===== src/rtl/pipe_stall_ctrl.sv =====
// Hazard/stall scheduler for the 5-stage pipeline: arbitrates memory wait,
// multi-cycle divide, load-use and taken-branch into per-register stall codes.
module pipe_stall_ctrl #(
  parameter int DIV_CYCLES  = 8,
  parameter int MEM_TIMEOUT = 64
) (
  input  logic        clk,
  input  logic        rst,
  input  logic        MemtoRegE,
  input  logic        RegWriteE,
  input  logic [4:0]  WriteRegE,
  input  logic [4:0]  RsD,
  input  logic [4:0]  RtD,
  input  logic        PCSrcD,
  input  logic        div_startE,
  input  logic        mem_accM,
  input  logic        dmem_ready,
  output logic        stallF,
  output logic [1:0]  stall_FD,
  output logic [1:0]  stall_DE,
  output logic [1:0]  stall_EM,
  output logic [1:0]  stall_MW,
  output logic        div_done,
  output logic        mem_timeout,
  output logic [31:0] stall_cycles
);

  localparam int DCW = $clog2(DIV_CYCLES);
  localparam int WCW = $clog2(MEM_TIMEOUT + 1);

  localparam logic [0:0] RUN      = 1'b0;
  localparam logic [0:0] DIV_BUSY = 1'b1;

  localparam logic [1:0] LOAD  = 2'b00;
  localparam logic [1:0] FLUSH = 2'b01;
  localparam logic [1:0] HOLD  = 2'b11;

  logic [0:0]     state_reg, state_next;
  logic [DCW-1:0] div_cnt_reg, div_cnt_next;
  logic [WCW-1:0] wait_cnt_reg, wait_cnt_next;

  logic mem_stall, lu, div_issue, div_hold, div_release;

  assign mem_stall = mem_accM & ~dmem_ready;
  assign lu = MemtoRegE & RegWriteE & (WriteRegE != 5'd0) &
              ((WriteRegE == RsD) | (WriteRegE == RtD));

  assign div_issue   = (state_reg == RUN) & div_startE;
  assign div_hold    = div_issue | ((state_reg == DIV_BUSY) & (div_cnt_reg != '0));
  assign div_release = (state_reg == DIV_BUSY) & (div_cnt_reg == '0) & ~mem_stall;

  // Priority encode the winning source; everything is gated low while in reset.
  always_comb begin
    stallF   = 1'b0;
    stall_FD = LOAD;
    stall_DE = LOAD;
    stall_EM = LOAD;
    stall_MW = LOAD;
    if (rst) begin
      if (mem_stall) begin
        stallF   = 1'b1;
        stall_FD = HOLD;
        stall_DE = HOLD;
        stall_EM = HOLD;
        stall_MW = FLUSH;
      end else if (div_hold) begin
        stallF   = 1'b1;
        stall_FD = HOLD;
        stall_DE = HOLD;
        stall_EM = FLUSH;
      end else if (lu) begin
        stallF   = 1'b1;
        stall_FD = HOLD;
        stall_DE = FLUSH;
      end else if (PCSrcD) begin
        stall_FD = FLUSH;
      end
    end
  end

  assign div_done    = rst & div_release;
  assign mem_timeout = rst & mem_stall & (wait_cnt_reg == WCW'(MEM_TIMEOUT - 1));

  always_comb begin
    state_next   = state_reg;
    div_cnt_next = div_cnt_reg;
    if (state_reg == RUN) begin
      if (div_startE) begin
        state_next   = DIV_BUSY;
        div_cnt_next = DCW'(DIV_CYCLES - 2);
      end
    end else begin
      // Counter keeps running through memory stalls; only the release waits.
      if (div_cnt_reg != '0)
        div_cnt_next = div_cnt_reg - 1'b1;
      if (div_release)
        state_next = RUN;
    end
  end

  always_comb begin
    wait_cnt_next = '0;
    if (mem_stall)
      wait_cnt_next = (wait_cnt_reg == WCW'(MEM_TIMEOUT)) ? wait_cnt_reg
                                                          : wait_cnt_reg + 1'b1;
  end

  always_ff @(posedge clk or negedge rst) begin
    if (!rst) begin
      state_reg    <= RUN;
      div_cnt_reg  <= '0;
      wait_cnt_reg <= '0;
      stall_cycles <= '0;
    end else begin
      state_reg    <= state_next;
      div_cnt_reg  <= div_cnt_next;
      wait_cnt_reg <= wait_cnt_next;
      if (stallF)
        stall_cycles <= stall_cycles + 32'd1;
    end
  end

endmodule


===== config.mk =====
export PLATFORM = sky130hd
export DESIGN_NAME = pipe_stall_ctrl
export DESIGN_NICKNAME = d
export VERILOG_FILES = /design/src/rtl/pipe_stall_ctrl.sv
export SDC_FILE = /design/constraint.sdc
export NUM_CORES = 1
export LEC_CHECK = 0
export ABC_AREA = 1
export CORE_ASPECT_RATIO = 1.4
export CORE_UTILIZATION = 51
export DETAILED_ROUTE_END_ITERATION = 10
export GPL_ROUTABILITY_DRIVEN = 0
export PLACE_DENSITY = 0.91
export SLEW_MARGIN = 20
export SYNTH_ARGS = -nofsm -noshare
export SYNTH_HDL_FRONTEND = slang
export SYNTH_SLANG_ARGS = --single-unit

===== constraint.sdc =====
create_clock -name clk -period 2.1 [get_ports clk]
set_input_delay 0.525 -clock clk [delete_from_list [all_inputs] [get_ports clk]]
set_output_delay 0.525 -clock clk [all_outputs]
set_load 0.05 [all_outputs]

==> flow_metrics.env, run 1 <==
export IMPL_outcome="finished, violations left"
export IMPL_violations="setup timing"
export IMPL_largest_register_ffs=32
export IMPL_synth_top_area_share_pct=35.4
export IMPL_clkTransAtPathRegs_ns=0.08
export IMPL_wire_per_inst_um=13.2
export IMPL_hp_class="in2async"
export IMPL_crit_type="reg2out"
export IMPL_fin_crit_sh_pct=107
export IMPL_worstMarginPinSlew_ns=0.508
export IMPL_core_um2=5610
export IMPL_ys_seq_elements=43
export IMPL_ir_drop_mv=0.604
export IMPL_netlist_area_um2=3040
export IMPL_final_nets=566
export IMPL_n_antenna_cell=0
export IMPL_vias=3165
export IMPL_fin_ws_ns=-0.138
export IMPL_drtPass1Iterations=4
export IMPL_seqPwrFrac_pct=32.9
export IMPL_grt_overflow_total=0
export IMPL_p_sw_share_pct=39.3
export IMPL_worstReg2RegStart="div_cnt_reg[1]"
export IMPL_drive_above_1_share_pct=19.5
export IMPL_drv_slew=0
export IMPL_synth_distinct_cells=25
export IMPL_rows=32
export IMPL_io_pins=66
export IMPL_cts_max_path_buffers=2
export IMPL_netlist_top_cell_by_area="dfrtp_1"
export IMPL_cts_buffers=5
export IMPL_cp_start_kind="flip-flop"
export IMPL_ys_seq_area_share_pct=35.4
export IMPL_critPathArrivalTime_ns=1.71
export IMPL_combPwrFrac_pct=42.5
export IMPL_drt_total_wl_um=7990
export IMPL_port_buffers=64
export IMPL_ys_warn_count=0
export IMPL_r2r_setup_slack_ns=0.23
export IMPL_grt_max_degree=33
export IMPL_end_kind="output port"
export IMPL_syn_inst=462
export IMPL_most_common_layout_cells="nand2_1 (187), nor2_1 (54), buf_4 (48)"
export IMPL_pwr_share_clk_pct=24.6
export IMPL_viasPerCell=5.21
export IMPL_antenna_found_initial=0
export IMPL_relSlewSlack_pct=66.1
export IMPL_r2r_end="stall_cycles[1]"
export IMPL_max_cap_viol_count=0
export IMPL_detail_route_antenna_nets=0
export IMPL_grt_use_total_pct=28.5
export IMPL_max_freq_ghz=0.447
export IMPL_reg2reg_depth=11
export IMPL_dp_cells=592
export IMPL_die_h_um=93.3
export IMPL_finalSetupViolations=7
export IMPL_fillers=450
export IMPL_cts_tree="built"
export IMPL_postSynthAreaPerCell_um2=6.57
export IMPL_p_per_area_nw_per_um2=779
export IMPL_synth_fp_nets=490
export IMPL_first_iter_violations=237
export IMPL_htree_levels=2
export IMPL_finalNonFillerCells=607
export IMPL_layout_commonest_cell="nand2_1"
export IMPL_period_needed_ns=2.24
export IMPL_p_int_mw=1.90
export IMPL_grt_pass1_vias=3066
export IMPL_cp_data_required_time_ns=1.57
export IMPL_hpwlAfterDp_um=6110
export IMPL_leakage_nw=2.05
export IMPL_drc=0
export IMPL_hold_slack_ns=0.0737
export IMPL_synthTopCellsByArea="dfrtp_1 (35%), nand2_1 (23%), nor2_1 (7.2%), nand3_1 (7.1%), inv_1 (3.7%)"
export IMPL_floorplan_initialDensity_pct=54.2
export IMPL_die_x_um=67.2
export IMPL_skew_ns=0.0105
export IMPL_grt_pass1_wl_um=13600
export IMPL_cts_sinks=43
export IMPL_rsz0062_at_grt="yes"
export IMPL_path_max_fanout=4
export IMPL_cts_root_buf="clkbuf_8"
export IMPL_p_switching_mw=1.23
export IMPL_hold_violations=0
export IMPL_insertion_delay_ns=0.31
export IMPL_dieArea_um2=6270
export IMPL_syn_to_final_growth_pct=32.3
worst max path at each step:
| stage | startpoint | endpoint | slack, ns |
|---|---|---|---|
| 4_1_cts | div_cnt_reg[1] | stall_EM[0] | -0.15 |
| 2_1_floorplan | div_cnt_reg[0] | stall_EM[0] | -0.13 |
| 3_3_place_gp | WriteRegE[4] | stall_FD[0] | -0.27 |
| 5_1_grt | div_cnt_reg[1] | stallF | -0.20 |
| 3_5_place_dp | WriteRegE[1] | stallF | -0.32 |
| 6_report | div_cnt_reg[1] | stallF | -0.14 |
layer usage:
layer / wire length (µm) / vias to the layer above / share of wire [%] / track usage [%]
met5: 0 / - / 0 / 0
met4: 342 / 0 / 4.3 / 14.2
met3: 363 / 29 / 4.5 / 4.76
met2: 4350 / 114 / 54 / 51.3
met1: 2940 / 1430 / 37 / 30.8
li1: - / 1592 / - / -
cell usage after synthesis:
master / count
dfrtp_1: 43
nor2_1: 58
nand2_4: 1
nand3b_1: 13
nand4_1: 5
ha_1: 5
nand2_2: 6
nand3_1: 43
nor2_4: 2
xnor2_1: 6
nor3_1: 5
nor2_2: 7
clkinv_2: 1
buf_6: 3
conb_1: 1
inv_1: 30
o21ai_0: 8
a21oi_1: 6
buf_2: 6
nand2_1: 188
xor2_1: 11
buf_4: 5
nor4_1: 1
inv_2: 7
o21ai_4: 1
final cells by class:
| cell class | instances | area, µm² | share of cell area (%) |
|---|---|---|---|
| clock buffer | 6 | 72.6 | 1.81 |
| clock inverter | 2 | 60.1 | 1.50 |
| inverter | 38 | 148 | 3.68 |
| multi-input combinational | 367 | 1800 | 44.8 |
| sequential | 43 | 1080 | 26.8 |
| tap | 68 | 85.1 | 2.12 |
| timing repair buffer | 83 | 777 | 19.3 |
power groups by stage:
stage | combinational, mW | clock (mW) | sequential, mW
finish | 1.33 | 0.771 | 1.03
global route | 1.42 | 0.808 | 1.05
CTS | 1.22 | 0.781 | 1.03
detailed placement | 1.12 | 0 | 1.04
global placement | 1.08 | 0 | 1.03
floorplan | 0.651 | 0 | 1.17
per-stage QoR:
step / cell area (µm²) / utilization (%) / setup slack (ns) / total power, mW / TNS (ns)
floorplan: 3070 / - / -0.127 / 1.82 / -0.230
global placement: 3750 / 67.0 / -0.267 / 2.11 / -5.68
detailed placement: 3750 / 67.0 / -0.320 / 2.16 / -8.25
CTS: 3930 / 70.1 / -0.151 / 3.02 / -0.787
global route: 4020 / 71.7 / -0.198 / 3.28 / -1.17
finish: 4020 / 71.7 / -0.138 / 3.13 / -0.699
cell families (layout without fill, tap and decap cells):
kind of cell             after synthesis  in the layout  synth area share [%]
AND/OR/NAND/NOR                      329            329                  46.6
other                                  1              1                 0.123
AO/OA/AOI/OAI                         15             15                  2.84
buffers and inverters                 52            129                  8.08
adder cells (fa/ha/maj)                5              5                  2.06
XOR/XNOR                              17             17                  4.90
flip-flops                            43             43                  35.4
worst max-delay path, cell delays in order (launching register included):
cell and delay, ns:
dfrtp_1 0.39, inv_2 0.09, ha_4 0.16, nand2_4 0.06
nand2_4 0.07, nand2_4 0.05, o21ai_4 0.21, buf_12 0.15
nand2_8 0.07, buf_12 0.15
timing repair:
action	4_1_cts	5_1_grt
pin swaps	14	7
endpoints found under the hold margin	0	0
gates cloned	0	0
setup buffers	3	4
resized for setup	32	10
setup endpoints to repair	8	8
hold buffers	0	0
Power figures use the tool's default switching activity.
==> run 2: changes to the inputs <==
--- a/config.mk
+++ b/config.mk
@@ -8,6 +8,7 @@
 export ABC_AREA = 1
 export CORE_ASPECT_RATIO = 1.4
 export CORE_UTILIZATION = 51
+export CTS_CLUSTER_DIAMETER = 50
 export DETAILED_ROUTE_END_ITERATION = 10
 export GPL_ROUTABILITY_DRIVEN = 0
 export PLACE_DENSITY = 0.91
==> results of run 2 <==
The final DEF is identical to that of run 1; final timing and power are the same.
